**config.mk**
```make
export PLATFORM = sky130hd
export DESIGN_NAME = weight_fetch_ctrl
export DESIGN_NICKNAME = d
export VERILOG_FILES = /design/src/rtl/rebnet_pkg.sv /design/src/rtl/skid_fifo2.sv /design/src/rtl/weight_fetch_ctrl.sv
export SDC_FILE = /design/constraint.sdc
export NUM_CORES = 1
export LEC_CHECK = 0
export CAP_MARGIN = 30
export CORE_MARGIN = 3
export CORE_UTILIZATION = 47
export CTS_BUF_LIST = sky130_fd_sc_hd__clkbuf_2
export DETAILED_ROUTE_END_ITERATION = 8
export PLACE_DENSITY = 0.78
export REMOVE_ABC_BUFFERS = 1
export SLEW_MARGIN = 20
export SYNTH_ARGS = -nofsm -noshare
export SYNTH_HDL_FRONTEND = slang
export SYNTH_SLANG_ARGS = --single-unit
```
**constraint.sdc**
```tcl
create_clock -name clk -period 5.06 [get_ports clk]
set_input_delay 1.012 -clock clk [delete_from_list [all_inputs] [get_ports clk]]
set_output_delay 1.012 -clock clk [all_outputs]
set_load 0.02 [all_outputs]
```
**src/rtl/rebnet_pkg.sv**
```systemverilog
// rebnet_pkg: shared widths and fetch FSM state encoding for the weight path
package rebnet_pkg;
  localparam int DEF_WEIGHT_LEVELS = 2;
  localparam int DEF_SIMD_WIDTH = 32;
  function automatic int word_width(input int simd, input int levels);
    return simd * levels;
  endfunction
  typedef enum logic [1:0] {IDLE, FETCH, DRAIN, DONE} fetch_state_t;
endpackage

```
**src/rtl/skid_fifo2.sv**
```systemverilog
// skid_fifo2: 2-entry FIFO whose head register holds its value once emptied
module skid_fifo2 #(
  parameter int DW = 64
) (
  input  logic          clk,
  input  logic          rst,
  input  logic          push,
  input  logic          pop,
  input  logic [DW-1:0] din,
  output logic [DW-1:0] dout,
  output logic [1:0]    count
);
  logic [DW-1:0] head, tail;
  assign dout = head;
  // head refills from tail or din; tail only takes din when head stays occupied
  always_ff @(posedge clk or posedge rst) begin
    if (rst) begin
      head  <= '0;
      tail  <= '0;
      count <= '0;
    end else begin
      if (pop && count == 2'd2) head <= tail;
      else if (push && (count == 2'd0 || (count == 2'd1 && pop))) head <= din;
      if (push && (count == 2'd2 || (count == 2'd1 && !pop))) tail <= din;
      count <= count + {1'b0, push} - {1'b0, pop};
    end
  end
endmodule

```
**src/rtl/weight_fetch_ctrl.sv**
```systemverilog
// weight_fetch_ctrl: credit-limited BRAM burst reader feeding a valid/ready weight stream
module weight_fetch_ctrl
  import rebnet_pkg::*;
#(
  parameter int WEIGHT_LEVELS = DEF_WEIGHT_LEVELS,
  parameter int SIMD_WIDTH    = DEF_SIMD_WIDTH,
  parameter int MEM_DEPTH     = 256,
  parameter int ADDR_W        = $clog2(MEM_DEPTH),
  localparam int DW           = word_width(SIMD_WIDTH, WEIGHT_LEVELS)
) (
  input  logic              clk,
  input  logic              rst,
  input  logic              start,
  input  logic [ADDR_W-1:0] base_addr,
  input  logic [ADDR_W:0]   num_words,
  output logic              mem_en,
  output logic [ADDR_W-1:0] mem_addr,
  input  logic [DW-1:0]     mem_rdata,
  output logic [DW-1:0]     out_data,
  output logic              out_valid,
  input  logic              out_ready,
  output logic              busy,
  output logic              done
);
  localparam logic [ADDR_W:0] DEPTH_N = (ADDR_W + 1)'(MEM_DEPTH);
  localparam logic [ADDR_W-1:0] LAST_ADDR = ADDR_W'(MEM_DEPTH - 1);
  fetch_state_t state, next;
  logic [ADDR_W-1:0] addr_q;
  logic [ADDR_W:0] num_q, issued;
  logic inflight, pop;
  logic [1:0] count;
  logic [2:0] occ;
  skid_fifo2 #(.DW(DW)) u_fifo (
    .clk(clk), .rst(rst), .push(inflight), .pop(pop),
    .din(mem_rdata), .dout(out_data), .count(count)
  );
  assign out_valid = count != 2'd0;
  assign pop = out_valid & out_ready;
  // occupancy after this edge's pop, counting the read still in flight
  assign occ = 3'(count) - 3'(pop) + 3'(inflight);
  assign mem_addr = addr_q;
  assign busy = state != IDLE;
  assign done = state == DONE;
  // read issue under credit, and next-state selection
  always_comb begin
    mem_en = 1'b0;
    next = state;
    mem_en = state == FETCH && issued < num_q && occ < 3'd2;
    next = state == IDLE  ? (start ? (num_words != '0 ? FETCH : DONE) : IDLE) :
           state == FETCH ? (mem_en && issued + (ADDR_W + 1)'(1) == num_q ? DRAIN : FETCH) :
           state == DRAIN ? (occ == 3'd0 ? DONE : DRAIN) : IDLE;
  end
  // state, burst latch, address/issue counters and the 1-cycle read pipeline
  always_ff @(posedge clk or posedge rst) begin
    if (rst) begin
      state    <= IDLE;
      addr_q   <= '0;
      num_q    <= '0;
      issued   <= '0;
      inflight <= 1'b0;
    end else begin
      state    <= next;
      inflight <= mem_en;
      if (state == IDLE && start) begin
        addr_q <= base_addr;
        num_q  <= num_words > DEPTH_N ? DEPTH_N : num_words;
        issued <= '0;
      end else if (mem_en) begin
        addr_q <= addr_q == LAST_ADDR ? '0 : addr_q + 1'b1;
        issued <= issued + 1'b1;
      end
    end
  end
endmodule

```
==> flow_metrics.py, run 1 <==
metrics = {
    "grt": {
        "first_pass_grt_wire_length_mm": 27.2,
        "grt.met2_usage": 0.326,
        "via_count_of_the_first_global_routing_pass": 5622,
        "gr-usage-met3": 0.0488,
        "gr-usage-all-layers": 0.200,
        "maximum_number_of_pins_on_one_net_before_global_route_repair": 96,
        "grt_most_used_layer": "met2",
        "grt_antenna_before_repair": 0,
        "met1_usage": 0.267,
        "overflow": 0,
    },
    "timing": {
        "report.final.slew_viol_count": 0,
        "grt_setup_unrepaired": "no",
        "report.final.setup_viol": 0,
        "fin_skew_ps": 28.0,
        "final.min_clock_period_ps": 4750,
        "smallest_hold_slack_ps": 508,
        "fmax_mhz": 211,
        "tightestPinTransition_ps": 1020,
        "count_of_endpoints_failing_hold_in_the_final_timing_report": 0,
        "fin_crit_sh": 0.939,
        "timing.slew.headroom": 0.322,
        "final.setup.tns_ps": 0,
    },
    "floorplanning": {
        "floorplan.rows": 44,
        "initial_core_util": 0.492,
        "die_width_um": 131,
        "core_area_mm2": 0.0149,
        "io_pins": 161,
        "die-height_um": 131,
        "die_area_mm2": 0.0171,
    },
    "synthesis": {
        "yosysMostFrequentCell": "sky130_fd_sc_hd__dfrtp_1",
        "synth_cell_type_count": 50,
        "total_of_warnings_raised_by_yosys": 0,
        "ys_seq_elements": 159,
        "ys_async_sr_fraction": 1.00,
        "synthDominantAreaCellType": "sky130_fd_sc_hd__dfrtp_1",
        "ys_seq_area_frac": 0.544,
        "synth_top_flop_cell": "sky130_fd_sc_hd__dfrtp_1",
        "cell_area_after_synthesis_mm2": 0.00732,
        "synth.top_cells.by_area": "sky130_fd_sc_hd__dfrtp_1, sky130_fd_sc_hd__mux2i_1, sky130_fd_sc_hd__mux2_2, sky130_fd_sc_hd__o21ai_0, sky130_fd_sc_hd__nand2_1",
        "list_of_most_frequent_post_synthesis_cells": "sky130_fd_sc_hd__dfrtp_1, sky130_fd_sc_hd__nand2_1, sky130_fd_sc_hd__o21ai_0",
        "syn_avg_cell_area_um2": 11.4,
        "post_synth_inst_count": 642,
        "synth-edff-count": 0,
        "synth_top_area_share": 0.544,
    },
    "cells_and_area": {
        "area_of_all_sequential_standard_cells_mm2": 0.00398,
        "finish.net_count": 896,
        "area_of_combinational_cells_with_multiple_inputs_mm2": 0.00313,
        "fillerInstances": 1147,
        "flow.area_growth_from_synthesis_pct": 28.3,
        "drive_gt1_frac": 0.125,
    },
    "power_and_ir_drop": {
        "p_sw_w": 0.00207,
        "p_int_w": 0.00320,
        "pwr_density_cell_mw_per_mm2": 562,
        "p_leak_nw": 4.41,
        "power_frac_clock": 0.123,
        "ir_drop_mv": 0.296,
        "switching_share": 0.393,
        "power_frac_comb": 0.464,
        "sequentialPowerShare": 0.413,
    },
    "clocking": {
        "cts_tree": "yes",
        "h_tree_lvl_count": 4,
        "cts.reportedPaths.clkPinSlew_ps": 210,
        "clk-insertion-delay-late_ps": 730,
        "cts_resized": 0,
        "cts_hold_buf": 0,
        "cts-buffers-inserted": 17,
        "postCtsSetupBuffers": 0,
        "cts_root_buf": "sky130_fd_sc_hd__clkbuf_2",
        "clock_path_buffers": 2,
        "tritoncts_num_sinks": 159,
    },
    "hold_path": {
        "worstHoldPathType": "register to register",
    },
    "critical_path": {
        "cp_data_required_time_ps": 4050,
        "timing.critical_path.fanout_max": 8,
        "setup.worst_path.end_class": "output port",
        "worstSetupStartpointType": "input port",
        "cp_data_arrival_time_ps": 3740,
        "worst-setup-path-type": "input port to output port",
        "setup.reg_to_reg.worst_slack_ps": 2340,
    },
    "placement": {
        "dpl.hpwl_mm": 11.9,
        "gp_routability_congestion": 0.848,
        "portBuffers": 160,
    },
    "detailed_routing": {
        "wl_per_cell_um": 16.8,
        "drt.antenna.violating_nets": 0,
        "vias": 5424,
        "drt-total-wl_mm": 16.7,
        "detail_route.drc_violations": 0,
        "drt_iter0_drc": 409,
        "post_detailed_route_via_to_cell_ratio": 5.45,
        "drt_first_pass_iters": 4,
    },
    "status": {
        "run_status": "finished clean",
    },
    "flow_run": {
        "cap_violations": 0,
    },
}
-- worst max-delay path, cell delays in order --
cell and delay, ps:
sky130_fd_sc_hd__clkdlybuf4s50_1 480, sky130_fd_sc_hd__nand2b_1 210, sky130_fd_sc_hd__nand2_1 90, sky130_fd_sc_hd__ha_1 200, sky130_fd_sc_hd__fa_1 380, sky130_fd_sc_hd__xor2_1 170, sky130_fd_sc_hd__and3b_1 200, sky130_fd_sc_hd__nand2_1 160
sky130_fd_sc_hd__inv_2 200, sky130_fd_sc_hd__clkdlybuf4s50_1 630
-- power groups by stage --
| stage | clock network (W) | logic (W) | registers (W) |
|---|---|---|---|
| 2_1_floorplan | 0 | 0.00125 | 0.00245 |
| 3_5_place_dp | 0 | 0.00247 | 0.00221 |
| 5_1_grt | 0.000730 | 0.00268 | 0.00225 |
| 4_1_cts | 0.000672 | 0.00248 | 0.00218 |
| 6_report | 0.000649 | 0.00245 | 0.00218 |
| 3_3_place_gp | 0 | 0.00240 | 0.00217 |
-- cell families after synthesis --
logic type	synth area share
buffers and inverters	0.0311
multiplexers	0.189
AND/OR/NAND/NOR	0.103
flip-flops	0.544
XOR/XNOR	0.0227
AO/OA/AOI/OAI	0.0874
adder cells (fa/ha/maj)	0.0233
-- worst paths after layout --
| path | from | end | cells after the start |
|---|---|---|---|
| setup / recovery | out_ready | mem_en | 10 |
| hold / removal | u_fifo.dout[9] | u_fifo.dout[9] | 2 |
| setup reg to reg | u_fifo.count[1] | state[0] | 10 |
| hold reg to reg | u_fifo.dout[9] | u_fifo.dout[9] | 2 |
| max in group asynchronous | rst | u_fifo.dout[1] | 4 |
| min in group asynchronous | rst | u_fifo.dout[42] | 2 |
-- cells in the final DEF, fill, tap and decap left out, types with 13 or more instances in the layout --
cell type,n
sky130_fd_sc_hd__mux2_2,44
sky130_fd_sc_hd__nand2_1,84
sky130_fd_sc_hd__xor2_1,14
sky130_fd_sc_hd__clkbuf_2,17
sky130_fd_sc_hd__inv_1,15
sky130_fd_sc_hd__dfrtp_1,159
sky130_fd_sc_hd__o21ai_0,67
sky130_fd_sc_hd__mux2i_1,66
sky130_fd_sc_hd__nand3_1,13
sky130_fd_sc_hd__nor2_1,17
sky130_fd_sc_hd__clkdlybuf4s50_1,160
sky130_fd_sc_hd__mux2_1,20
-- registers in the layout, indices dropped and copies added (netlist names) --
name and cells:
u_fifo.dout 64, u_fifo.tail 64, issued 9, num_q 9
mem_addr 8, state 2, u_fifo.count 2, inflight 1
-- cell type report --
type	instances	area share
Antenna cell	1	0.000266
Clock buffer	17	0.00906
Clock inverter	15	0.0145
Inverter	18	0.00773
Multi-Input combinational cell	429	0.333
Sequential cell	159	0.424
Tap cell	184	0.0245
Timing Repair Buffer	173	0.187
-- routing by layer --
metal  up-vias  share of wire  wire length, um
met5         -              0                0
met4         0          0.012              202
met3        18          0.060             1010
met2       152           0.47             7820
met1      2685           0.46             7710
li1       2569              -                -
-- through the flow --
step / setup slack (ps) / utilization / total power, W / instance area [um^2] / std cells
3_5_place_dp: 322 / 0.615 / 0.00469 / 9140 / 962
6_report: 311 / 0.632 / 0.00528 / 9390 / 996
3_3_place_gp: 404 / 0.615 / 0.00456 / 9140 / 962
2_1_floorplan: -3230 / - / 0.00369 / 7160 / 606
4_1_cts: 318 / 0.630 / 0.00533 / 9360 / 994
5_1_grt: 167 / 0.632 / 0.00566 / 9390 / 995
No activity file was read; power rests on OpenSTA's default activity.
==> run 2: changes to the inputs <==
--- a/config.mk
+++ b/config.mk
@@ -5,6 +5,7 @@
 export SDC_FILE = /design/constraint.sdc
 export NUM_CORES = 1
 export LEC_CHECK = 0
+export ABC_AREA = 0
 export CAP_MARGIN = 30
 export CORE_MARGIN = 3
 export CORE_UTILIZATION = 47
==> results of run 2 <==
Final layout, timing and power as in run 1 (identical DEF).
